`config.mk`:
```
export PLATFORM = sky130hd
export DESIGN_NAME = dense_mac_engine
export DESIGN_NICKNAME = d
export VERILOG_FILES = /design/src/rtl/dense_engine_pkg.sv /design/src/rtl/dense_requant.sv /design/src/rtl/dense_mac_engine.sv
export SDC_FILE = /design/constraint.sdc
export NUM_CORES = 1
export LEC_CHECK = 0
export ABC_CLOCK_PERIOD_IN_PS = 2400
export BUFFER_PORTS_ARGS = -buffer_cell sky130_fd_sc_hd__buf_2
export CORE_MARGIN = 10
export CORE_UTILIZATION = 37
export CTS_CLUSTER_DIAMETER = 200
export CTS_CLUSTER_SIZE = 40
export DETAILED_ROUTE_END_ITERATION = 12
export PLACE_DENSITY_LB_ADDON = 0.1
export SLEW_MARGIN = 0
export SYNTH_ARGS = -nofsm -noshare
export SYNTH_HDL_FRONTEND = slang
export SYNTH_SLANG_ARGS = --single-unit
```
`constraint.sdc`:
```
create_clock -name clk -period 2.4 [get_ports clk]
set_input_delay 0.6 -clock clk [delete_from_list [all_inputs] [get_ports clk]]
set_output_delay 0.6 -clock clk [all_outputs]
set_load 0.02 [all_outputs]
```
`src/rtl/dense_engine_pkg.sv`:
```
// Shared types and arithmetic helpers for the dense MAC engine family.
// Layer-specific weights live elsewhere; nothing here is layer-bound.
package dense_engine_pkg;

    typedef enum logic [1:0] {
        S_IDLE,
        S_ACCUM,
        S_FINAL,
        S_HOLD
    } state_t;

    function automatic int acc_w(input int width, input int n_in);
        return 2 * width + $clog2(n_in);
    endfunction

    // Round-half-up shift by nfrac, then clamp to a signed width-bit range.
    function automatic logic signed [63:0] sat_rshift(
        input logic signed [63:0] v,
        input int                 nfrac,
        input int                 width
    );
        logic signed [63:0] r;
        logic signed [63:0] hi;
        logic signed [63:0] lo;
        r = v;
        if (nfrac > 0) begin
            r = (v + (64'sd1 <<< (nfrac - 1))) >>> nfrac;
        end
        hi = (64'sd1 <<< (width - 1)) - 64'sd1;
        lo = -(64'sd1 <<< (width - 1));
        if (r > hi) begin
            r = hi;
        end else if (r < lo) begin
            r = lo;
        end
        return r;
    endfunction

endpackage

```
`src/rtl/dense_requant.sv`:
```
// One neuron's output stage: bias add, rounding shift, saturation, activation.
module dense_requant
    import dense_engine_pkg::*;
#(
    parameter int                      ACC_W    = 37,
    parameter int                      WIDTH    = 16,
    parameter int                      NFRAC    = 10,
    parameter int                      ACT_MODE = 0,
    parameter logic signed [WIDTH-1:0] BIAS_J   = '0
) (
    input  logic signed [ACC_W-1:0] i_acc,
    output logic signed [WIDTH-1:0] o_res
);

    logic signed [63:0]      w_sum;
    logic signed [WIDTH-1:0] w_sat;

    always_comb begin
        w_sum = 64'(i_acc) + (64'(BIAS_J) <<< NFRAC);
        w_sat = WIDTH'(sat_rshift(w_sum, NFRAC, WIDTH));
        o_res = w_sat;
        if (ACT_MODE == 1 && w_sat[WIDTH-1]) begin
            o_res = '0;
        end
    end

endmodule

```
`src/rtl/dense_mac_engine.sv`:
```
// Streaming dense layer: one feature per accept, all neurons in parallel,
// result held until the consumer takes it.
module dense_mac_engine
    import dense_engine_pkg::*;
#(
    parameter int                      N_IN     = 32,
    parameter int                      N_OUT    = 5,
    parameter int                      WIDTH    = 16,
    parameter int                      NFRAC    = 10,
    parameter int                      ACT_MODE = 0,
    parameter logic signed [WIDTH-1:0] WEIGHTS [N_IN][N_OUT] = '{default: '0},
    parameter logic signed [WIDTH-1:0] BIAS [N_OUT] = '{default: '0}
) (
    input  logic                     clk,
    input  logic                     reset_n,
    input  logic signed [WIDTH-1:0]  in_data,
    input  logic                     in_valid,
    input  logic                     in_last,
    output logic                     in_ready,
    output logic [N_OUT*WIDTH-1:0]   out_data,
    output logic                     out_valid,
    input  logic                     out_ready,
    output logic                     len_err
);

    localparam int ACC_W = acc_w(WIDTH, N_IN);
    localparam int IDX_W = (N_IN > 1) ? $clog2(N_IN) : 1;

    state_t                    r_state;
    state_t                    w_state_nxt;
    logic [IDX_W-1:0]          r_idx;
    logic signed [ACC_W-1:0]   r_acc [N_OUT];
    logic [N_OUT*WIDTH-1:0]    r_out;
    logic                      r_len_err;

    logic                      w_accept;
    logic                      w_at_last;
    logic signed [2*WIDTH-1:0] w_prod [N_OUT];
    logic signed [ACC_W-1:0]   w_acc_nxt [N_OUT];
    logic signed [WIDTH-1:0]   w_res [N_OUT];
    logic [N_OUT*WIDTH-1:0]    w_res_flat;

    assign in_ready  = reset_n && (r_state == S_IDLE || r_state == S_ACCUM);
    assign w_accept  = in_valid && in_ready;
    // idx is 0 in IDLE, so this also covers the single-feature case.
    assign w_at_last = (r_idx == IDX_W'(N_IN - 1));

    always_comb begin
        w_state_nxt = r_state;
        unique case (r_state)
            S_IDLE:  if (w_accept) w_state_nxt = w_at_last ? S_FINAL : S_ACCUM;
            S_ACCUM: if (w_accept && w_at_last) w_state_nxt = S_FINAL;
            S_FINAL: w_state_nxt = S_HOLD;
            S_HOLD:  if (out_ready) w_state_nxt = S_IDLE;
            default: w_state_nxt = S_IDLE;
        endcase
    end

    always_comb begin
        for (int j = 0; j < N_OUT; j++) begin
            w_prod[j] = (2*WIDTH)'(in_data) * (2*WIDTH)'(WEIGHTS[r_idx][j]);
            w_acc_nxt[j] = (r_state == S_IDLE) ? ACC_W'(w_prod[j])
                                               : r_acc[j] + ACC_W'(w_prod[j]);
        end
    end

    for (genvar j = 0; j < N_OUT; j++) begin : g_neuron
        dense_requant #(
            .ACC_W    (ACC_W),
            .WIDTH    (WIDTH),
            .NFRAC    (NFRAC),
            .ACT_MODE (ACT_MODE),
            .BIAS_J   (BIAS[j])
        ) u_requant (
            .i_acc (r_acc[j]),
            .o_res (w_res[j])
        );
    end

    always_comb begin
        w_res_flat = '0;
        for (int j = 0; j < N_OUT; j++) begin
            w_res_flat[j*WIDTH +: WIDTH] = w_res[j];
        end
    end

    always_ff @(posedge clk) begin
        if (!reset_n) begin
            r_state   <= S_IDLE;
            r_idx     <= '0;
            r_out     <= '0;
            r_len_err <= 1'b0;
            for (int j = 0; j < N_OUT; j++) begin
                r_acc[j] <= '0;
            end
        end else begin
            r_state <= w_state_nxt;
            if (w_accept) begin
                r_idx <= w_at_last ? '0 : r_idx + 1'b1;
                for (int j = 0; j < N_OUT; j++) begin
                    r_acc[j] <= w_acc_nxt[j];
                end
                // Framing is by count; in_last only feeds the error flag.
                if (in_last != w_at_last) begin
                    r_len_err <= 1'b1;
                end
            end
            if (r_state == S_FINAL) begin
                r_out <= w_res_flat;
            end
        end
    end

    assign out_data  = r_out;
    assign out_valid = (r_state == S_HOLD);
    assign len_err   = r_len_err;

endmodule

```
---- Word level (Yosys, flattened, before mapping) ----
Memories as Yosys holds them, arrays and structs flattened.
Index checks and enable logic that the tools add are counted.
storage, ports and cells
  output and inout port bits .............. 83
  word-level logic and storage cells ...... 86
  memories ................................ 2
  memory bits (writable) .................. 185
  memory bits (read-only) ................. 2,560
  bits in registers ....................... 88
memories
  memory           words  bits a word  rd ports  clocked after Yosys merged registers in  write ports  RTL line                text
  (no name shown)  32     80           1         0                                        0            dense_mac_engine.sv:61  w_prod[j] = (2*WIDTH)'(in_data) * (2*WIDTH)'(WEIGHTS[r_idx][j]);
  r_acc            5      37           5         0                                        5            dense_mac_engine.sv:32  logic signed [ACC_W-1:0] r_acc [N_OUT];
cells by class
  bitwise gates (word level) .............. 6
  equal/unequal tests ..................... 8
  $lt $le $gt $ge ......................... 11
  $mul .................................... 5
  multiplexer cells ....................... 32
  reduce and logical (&&, ||, !) cells .... 7
  add/subtract/negate cells ............... 11
operators with widths
  kind                                                             count
  two-way mux 37 bit                                               10
  adder 37 x 11 -> 38 bit, second input constant                   5
  adder 37 x 32 -> 37 bit                                          5
  multiplier 16 x 16 -> 32 bit                                     5
  two-way mux 16 bit                                               10
  two-way mux 80 bit                                               2
  greater-than comparator 28 x 16 -> 1 bit, second input constant  5
  < comparator 28 x 16 -> 1 bit, second input constant             5
  two-way mux 2 bit                                                4
  one-hot mux 2 bit (4 select lines)                               1
  >= comparator 6 bit, second input constant                       1
  NOT 5 -> 6 bit                                                   1
  adder 5 x 1 -> 5 bit, second input constant                      1
  == test 5 bit, second input constant                             1
  two-way mux 5 bit                                                1
  bitwise OR 1 bit                                                 5
  == test 2 bit, second input constant                             2
  two-way mux 1 bit                                                4
  != test 2 x 1 -> 1 bit, second input constant                    2
  logical AND 1 bit                                                3
  AND reduction 3 bit                                              1
  == test 2 x 1 -> 1 bit, second input constant                    1
  logical NOT 2 bit                                                1
  != test 2 bit, second input constant                             1
  other kinds (3)                                                  3

---- Depth between registers and ports, before layout ----
Gate-level depths: netlist of the first run.
  depth after elaboration ................. 8
  depth in mapped cells ................... 7

---- Hierarchy ----
A second synthesis of the first run with hierarchy kept.
second synthesis, totals
  cell total of the unflattened synthesis .. 909
  area total of the unflattened synthesis .. 7,702.4 um2
modules (own cells, without submodules)
  module            area an instance (um2)  sequential area each (um2)  cells an instance  times used
  dense_requant     843.3                   0.0                         119                5
  dense_mac_engine  3,485.8                 1,761.7                     314                1

---- Worst setup path before layout of the first run ----
OpenSTA, ideal clock, no wires.
  path type ............................... register to register
  start ................................... register r_idx[0]
  end ..................................... register r_state[0]
  arrival ................................. 1.654 ns
  cell stages (with the launch flop) ...... 8
  slack ................................... 0.674 ns
  cells stage by stage .................... dfxtp_1 -> ha_1 -> and3_1 -> ha_1 -> buf_4 -> nand3_1 -> a222oi_1 -> mux2i_1
on the way
  longest elaborated chain between the ends .. 4
  elaborated cells on any way between the ends .. 7
  classes of those cells .................. eq/ne (2); mux (3); reduce/logical (2)
ends and longest elaborated chain
  what                                                                       RTL line                                        text
  from (decl)                                                                dense_mac_engine.sv:31                          logic [IDX_W-1:0] r_idx;
  from (signal assigned)                                                     dense_mac_engine.sv:99                          r_idx <= w_at_last ? '0 : r_idx + 1'b1;
  == test 5 bit *                                                            dense_mac_engine.sv:46                          assign w_at_last = (r_idx == IDX_W'(N_IN - 1));
  two-way mux 2 bit or logical AND 1 bit (tied branches)                     dense_mac_engine.sv:51, dense_mac_engine.sv:52
  two-way mux 2 bit or != test 2 x 1 -> 1 bit (tied branches)                --
  one-hot mux 2 bit (4 select lines) or AND reduction 3 bit (tied branches)  --
  to (signal assigned)                                                       dense_mac_engine.sv:97                          r_state <= w_state_nxt;
  to (decl)                                                                  dense_mac_engine.sv:29                          state_t r_state;
Every way passes the cells marked *; elsewhere a longest branch is shown, timed or not. The select of a mux whose other input is x is not followed.
A chain may end at the register's enable or synchronous reset.

---- Worst setup path in the final report of the first run ----
  start ................................... register r_idx[0]
  end ..................................... register r_state[1]
Same word-level chain as after synthesis.

==> results.tsv, run 1 <==
metric	value	unit
ir_worst_vdd	0.243	mV
place.gp.congestion	0.617	
routed_wl	1920	µm
ys_seq_elements	8	
grt_usage	5.43	%
die_h	74.6	µm
routed_via_density	3.51	
syn_to_final_growth	-20.9	%
synthAdderAreaFrac	6.82	%
antenna_left	0	
root_buffer	clkbuf_4	
drive_gt1_share	8.39	%
worst_setup_path_end_kind	flip-flop	
hold_end	len_err	
clock-sinks	8	
r2r-end	r_state[1]	
r2r-start	r_idx[0]	
start_kind	flip-flop	
critical_path_arrival	2220	ps
nFillCells	310	
die_area	5560	µm²
cp_slowest_cell	a222oi_1	
hold_path_depth	1	
fp.dieW	74.6	µm
relSlewSlack	64.3	%
ff2ff_path_depth	6	
vias	611	
fin_tns_setup	0	ps
firstDrtPassIters	4	
syn_inst	137	
grt_overflow	0	
cp_top_family	adder cells	
io_buffers	7	
cts_tree	yes	
worst_slack	368	ps
tightest_slew	535	ps
path_common_cell	ha_1	
cts_setup_buffers	0	
final.setup_skew	4.52	ps
synth_compound_area_share	7.84	%
multi_input_area	596	µm²
yosysWarnings	0	
io_pins	104	
syn-mean-instance-area	8.04	µm²
start_util	39.3	%
final_util	31.0	%
synth-simple-area-share	8.52	%
grt_pass1_wl	2400	µm
critPathRequiredTime	2590	ps
drv_cap	0	
worst-path-buf-inv	0	
cts-buffers-inserted	3	
drt_iter0_markers	16	
antenna_found_initial	0	
hold_viol	0	
status	complete, no violations	
synth_cell_type_count	27	
synth_area	1100	µm²
wl_per_cell	11.0	µm
period_minus_slack	2030	ps
drc	0	
worstHoldPathType	flip-flop to flip-flop	
max_stage_delay	530	ps
power_density	601	nW/µm²
fin_nets	172	
grt_pass1_vias	541	
synthMuxAreaShare	2.84	%
register_area	160	µm²
rows	19	
finalMaxSlewViolations	0	
grt_max_degree	15	
clk_latency	260	ps
clk_transition_reported_paths	60	ps
num_antenna_cells	0	
rsz0062_at_grt	false	
cts_max_path_buffers	2	
dp_hpwl	1700	µm
power	0.523	mW
h-tree-depth	1	
cts_resized	0	
max_freq	492	MHz
synth_xor_area_share	0.795	%
core_area	2810	µm²
placed_cells_incl_taps	171	
layout.cells.non_filler	174	
cp_max_fo	9	
post-place-ws	341	ps
synth_top_family_by_area	buffers and inverters	
hold_start	len_err	
leakage	0.506	nW
setup_viol	0	
hold_buffers	0	
fin_crit_sh	84.7	%
path_cells	ha_1 -> and3_1 -> ha_1 -> nand3_1 -> a222oi_1 -> mux2i_1	
seq_area_frac_synth	14.5	%
rrSetupSlack	370	ps
worst-setup-path-type	flip-flop to flip-flop	
-- cell usage after synthesis --
master | count | area [µm²]
nand3_1 | 4 | 20.0
nor2_1 | 2 | 7.51
dfxtp_1 | 8 | 160
a222oi_1 | 1 | 10.0
mux2i_1 | 2 | 20.0
or3_1 | 1 | 6.26
mux2_2 | 1 | 11.3
and3_1 | 1 | 6.26
inv_1 | 5 | 18.8
nor2b_1 | 1 | 6.26
clkbuf_1 | 1 | 3.75
or4b_1 | 1 | 10.0
nand2_1 | 6 | 22.5
buf_6 | 1 | 11.3
o21ai_0 | 4 | 20.0
or4_1 | 1 | 7.51
o21a_1 | 2 | 15.0
a31oi_1 | 1 | 6.26
ha_1 | 6 | 75.1
o211ai_2 | 1 | 12.5
buf_4 | 81 | 608
a21boi_1 | 1 | 7.51
conb_1 | 1 | 3.75
and2b_1 | 1 | 7.51
a21boi_0 | 1 | 7.51
o211ai_1 | 1 | 7.51
xnor2_1 | 1 | 8.76
-- placed cells by master (no fill, tap or decap), types with 2 or more instances in the layout --
cell	count
clkbuf_4	3
buf_2	7
nor2_1	2
o21a_1	2
mux2i_1	2
o21ai_0	4
nand3_1	4
ha_1	6
conb_1	80
nand2_1	6
dfxtp_1	8
inv_1	5
-- cell families after synthesis --
logic type,after synthesis
buffers and inverters,88
AND/OR/NAND/NOR,18
AO/OA/AOI/OAI,12
flip-flops,8
adder cells (fa/ha/maj),6
multiplexers,3
other,1
XOR/XNOR,1
-- registers in the layout (all words and copies together), names as in the netlist --
signal and cells:
r_idx 5, r_state 2, len_err 1
-- metrics by stage --
step	hold WS, ps	instance area (µm²)
CTS	474	871
detailed placement	450	848
floorplan	450	1400
global placement	447	848
global route	488	871
finish	467	871
-- cell type report --
cell class,count,share of cell area (%)
timing repair buffer,7,4.02
tap,31,4.45
multi-input combinational,120,68.4
clock buffer,3,2.59
sequential,8,18.4
inverter,5,2.16
-- how the worst max path moves through the flow --
| stage | slack [ps] | to | startpoint | cells past startpoint |
|---|---|---|---|---|
| 2_1_floorplan | 670 | r_state[0] | r_idx[0] | 7 |
| 4_1_cts | 340 | r_state[1] | r_idx[0] | 6 |
| 3_3_place_gp | 330 | r_state[1] | r_idx[0] | 6 |
| 3_5_place_dp | 340 | r_state[1] | r_idx[0] | 6 |
| 5_1_grt | 140 | r_state[1] | r_idx[0] | 6 |
| 6_report | 370 | r_state[1] | r_idx[0] | 6 |
-- power breakdown --
group          leakage (nW)  switching (mW)  internal, mW
sequential           0.0650          0.0159         0.149
combinational         0.427           0.189        0.0616
clock                0.0138          0.0496        0.0575
total                 0.506           0.255         0.268
-- worst register-to-register path: stages (launching register included) --
cell and delay, ps:
dfxtp_1 390, ha_1 200, and3_1 170, ha_1 340
nand3_1 110, a222oi_1 530, mux2i_1 240
-- routing by layer --
| layer | track usage, % | vias up | part of all wire [%] |
|---|---|---|---|
| met5 | 0 | - | 0 |
| met4 | 1.26 | 0 | 0.52 |
| met3 | 3.46 | 3 | 18 |
| met2 | 9.51 | 54 | 43 |
| met1 | 5.27 | 265 | 38 |
| li1 | - | 289 | - |
Power figures use the tool's default switching activity.
==> run 2: changes to the inputs <==
--- a/config.mk
+++ b/config.mk
@@ -5,7 +5,7 @@
 export SDC_FILE = /design/constraint.sdc
 export NUM_CORES = 1
 export LEC_CHECK = 0
-export ABC_CLOCK_PERIOD_IN_PS = 2400
+export ABC_CLOCK_PERIOD_IN_PS = 2000
 export BUFFER_PORTS_ARGS = -buffer_cell sky130_fd_sc_hd__buf_2
 export CORE_MARGIN = 10
 export CORE_UTILIZATION = 37
==> constraint.sdc (replaced) <==
create_clock -name clk -period 2 [get_ports clk]
set_input_delay 0.5 -clock clk [delete_from_list [all_inputs] [get_ports clk]]
set_output_delay 0.5 -clock clk [all_outputs]
set_load 0.02 [all_outputs]
==> results.tsv, run 2 (synthesis results as in run 1) <==
metric	value	unit
grt_max_degree	15	
pwr-share-comb	49.9	%
setup_viol	0	
grt_pass1_vias	550	
status	complete, no violations	
hold_viol	0	
cts_resized	0	
grt_pass1_wl	2510	µm
layout_common_cells	80 x conb_1, 8 x dfxtp_1, 7 x buf_2	
worst_setup_path_end_kind	output port	
vias	610	
drc	0	
clk_latency	250	ps
cp_slowest_cell	dfxtp_1	
place.gp.congestion	0.650	
hold_buffers	0	
h-tree-depth	1	
critical_path_arrival	1330	ps
power_frac_seq	30.6	%
path_depth	4	
num_antenna_cells	0	
final_common_cell	conb_1	
drt_iter0_markers	13	
fin_nets	175	
grt_usage	5.67	%
max_stage_delay	380	ps
rsz0062_at_grt	false	
finalMaxSlewViolations	0	
register_area	160	µm²
fp.dieW	74.6	µm
largest_reg_flops	5	
rows	19	
fin_crit_sh	91.7	%
rrSetupSlack	220	ps
top_register	r_idx	
worstHoldPathType	flip-flop to flip-flop	
io_pins	104	
cts_max_path_buffers	2	
switchingPower	0.311	mW
wl_per_cell	11.0	µm
power_density	727	nW/µm²
start_kind	flip-flop	
antenna_found_initial	0	
ir_worst_vdd	0.277	mV
start_util	39.3	%
ff2ff_path_depth	6	
cts-buffers-inserted	3	
die_area	5560	µm²
period_minus_slack	1830	ps
routed_via_density	3.45	
cts_tree	yes	
placed_area	863	µm²
multi_input_area	596	µm²
switching_share	47.9	%
worst-path-buf-inv	2	
leakage	0.521	nW
syn_to_final_growth	-18.9	%
final.setup_skew	2.80	ps
p_clk_share	19.5	%
worst_slack	165	ps
cp_top_family	flip-flops	
clk_transition_reported_paths	60	ps
core_area	2810	µm²
drv_cap	0	
max_freq	545	MHz
cp_max_fo	6	
dp_hpwl	1730	µm
routed_wl	1940	µm
post-place-ws	145	ps
worst-setup-path-type	flip-flop to output port	
antenna_left	0	
firstDrtPassIters	4	
die_h	74.6	µm
fin_tns_setup	0	ps
path_cells	inv_1 -> ha_1 -> o21a_1 -> buf_2	
drive_gt1_share	10.3	%
fin_area	893	µm²
cts_setup_buffers	0	
io_buffers	7	
critPathRequiredTime	1500	ps
root_buffer	clkbuf_4	
clock-sinks	8	
nFillCells	313	
grt_overflow	0	
hold_path_depth	1	
power.internal	0.338	mW
run 2: cell types whose count changed in the layout (fill, tap and decap cells not counted):
cell	delta
buf_4	+3
run 2: area by class of cell:
type                    instances  share of cell area (%)
well taps                      31                    4.34
clock buffers                   3                    2.52
flip-flops and latches          8                    17.9
multi-input cells             120                    66.7
repair buffers                 10                    6.44
inverters                       5                    2.10
run 2: per-stage QoR:
| step | utilization [%] | power (mW) | instances | hold slack, ps |
|---|---|---|---|---|
| final | 31.8 | 0.649 | 177 | 473 |
| after floorplan | - | 0.587 | 216 | 450 |
| after CTS | 31.6 | 0.638 | 176 | 472 |
| after global placement | 30.8 | 0.501 | 173 | 447 |
| after detailed placement | 30.8 | 0.503 | 173 | 456 |
| after global routing | 31.8 | 0.703 | 177 | 489 |
run 2: per-layer routing:
metal	part of all wire, %	global-route usage (%)	up-vias	routed length (µm)
li1	-	-	296	-
met1	38	6.17	261	742
met2	45	9.41	53	866
met3	17	3.19	0	335
met4	0	1.26	0	0
met5	0	0	-	0
run 2: worst paths after layout:
kind,to,startpoint
max,in_ready,r_state[0]
max reg2reg,r_idx[2],r_idx[0]
min,len_err,len_err
min reg2reg,len_err,len_err
run 2: power by group through the flow:
stage	Clock (mW)	Combinational, mW	Sequential (mW)
CTS	0.138	0.302	0.198
finish	0.126	0.324	0.199
global route	0.148	0.353	0.202
detailed placement	0	0.301	0.202
global placement	0	0.299	0.202
floorplan	0	0.387	0.200
==> run 3: changes to the inputs <==
--- a/config.mk
+++ b/config.mk
@@ -12,7 +12,7 @@
 export CTS_CLUSTER_DIAMETER = 200
 export CTS_CLUSTER_SIZE = 40
 export DETAILED_ROUTE_END_ITERATION = 12
-export PLACE_DENSITY_LB_ADDON = 0.1
+export PLACE_DENSITY = 0.92
 export SLEW_MARGIN = 0
 export SYNTH_ARGS = -nofsm -noshare
 export SYNTH_HDL_FRONTEND = slang
==> results.tsv, run 3 (synthesis results as in run 1) <==
metric	value	unit
power	0.651	mW
worst-setup-path-type	flip-flop to output port	
hold_viol	0	
start_util	39.3	%
pwr-share-comb	50.0	%
dp_hpwl	1690	µm
place.gp.congestion	0.716	
drv_cap	0	
placed_cells_incl_taps	172	
final_common_cell	conb_1	
cp_slowest_cell	dfxtp_1	
status	complete, no violations	
ir_worst_vdd	0.524	mV
critPathRequiredTime	1500	ps
grt_max_degree	15	
routed_wl	1900	µm
path_cells	inv_1 -> ha_1 -> o21a_1 -> buf_2	
root_buffer	clkbuf_4	
syn_to_final_growth	-19.5	%
critical_path_arrival	1360	ps
cts_tree	yes	
die_area	5560	µm²
leakage	0.517	nW
cts_resized	0	
fp.dieW	74.6	µm
cts_setup_buffers	0	
fin_nets	174	
worst_setup_path_end_kind	output port	
cp_max_fo	6	
worstHoldPathType	flip-flop to flip-flop	
period_minus_slack	1860	ps
rows	19	
drc	0	
max_stage_delay	380	ps
max_freq	537	MHz
vias	604	
wl_per_cell	10.8	µm
p_clk_share	19.5	%
grt_pass1_wl	2550	µm
clk_latency	260	ps
cts_max_path_buffers	2	
fin_tns_setup	0	ps
num_antenna_cells	0	
power.internal	0.336	mW
rsz0062_at_grt	false	
die_h	74.6	µm
largest_reg_flops	5	
clk_transition_reported_paths	50	ps
hold_buffers	0	
antenna_found_initial	0	
cts-buffers-inserted	3	
layout_common_cells	80 x conb_1, 8 x dfxtp_1, 7 x buf_2	
power_density	735	nW/µm²
firstDrtPassIters	4	
start_kind	flip-flop	
worst-path-buf-inv	2	
io_buffers	7	
core_area	2810	µm²
io_pins	104	
setup_viol	0	
fin_crit_sh	93.1	%
grt_overflow	0	
h-tree-depth	1	
clock-sinks	8	
antenna_left	0	
drt_iter0_markers	15	
grt_usage	5.66	%
finalMaxSlewViolations	0	
routed_via_density	3.43	
switchingPower	0.315	mW
rrSetupSlack	200	ps
power_frac_seq	30.5	%
top_register	r_idx	
cp_top_family	flip-flops	
drive_gt1_share	9.66	%
final.setup_skew	0.594	ps
grt_pass1_vias	595	
layout.cells.non_filler	176	
switching_share	48.4	%
[run 3: cell count changes in the layout (fill, tap and decap cells not counted)]
cell / before / now
buf_4: 3 / 2
[run 3: power by group through the flow]
stage / clock network (mW) / logic, mW / registers (mW)
global route: 0.142 / 0.357 / 0.202
global placement: 0 / 0.291 / 0.200
CTS: 0.128 / 0.304 / 0.199
floorplan: 0 / 0.387 / 0.200
finish: 0.127 / 0.326 / 0.199
detailed placement: 0 / 0.303 / 0.202
[run 3: final timing paths]
path	startpoint	endpoint	depth (start not counted)
hold reg to reg	len_err	len_err	1
setup reg to reg	r_idx[0]	r_idx[2]	6
hold / removal	len_err	len_err	1
setup / recovery	r_state[0]	in_ready	4
[run 3: cell type report]
| class | instances | area [µm²] |
|---|---|---|
| inverters | 5 | 18.8 |
| well taps | 31 | 38.8 |
| fillers | 306 | 1920 |
| multi-input cells | 120 | 596 |
| clock buffers | 3 | 22.5 |
| flip-flops and latches | 8 | 160 |
| repair buffers | 9 | 50.0 |
[run 3: metrics by stage]
stage | area [µm²] | hold slack (ps) | worst slack (ps) | util [%]
floorplan | 1400 | 450 | 274 | -
global placement | 856 | 448 | 157 | 30.5
detailed placement | 856 | 454 | 146 | 30.5
CTS | 878 | 468 | 124 | 31.3
global route | 886 | 495 | 53.7 | 31.6
finish | 886 | 469 | 138 | 31.6
[run 3: layer usage]
metal	wire length [µm]	part of all wire, %	track usage (%)	vias up
li1	-	-	-	293
met5	0	0	0	-
met2	930	49	10.7	48
met1	668	35	5.11	261
met4	14	0.74	1.89	0
met3	290	15	2.93	2
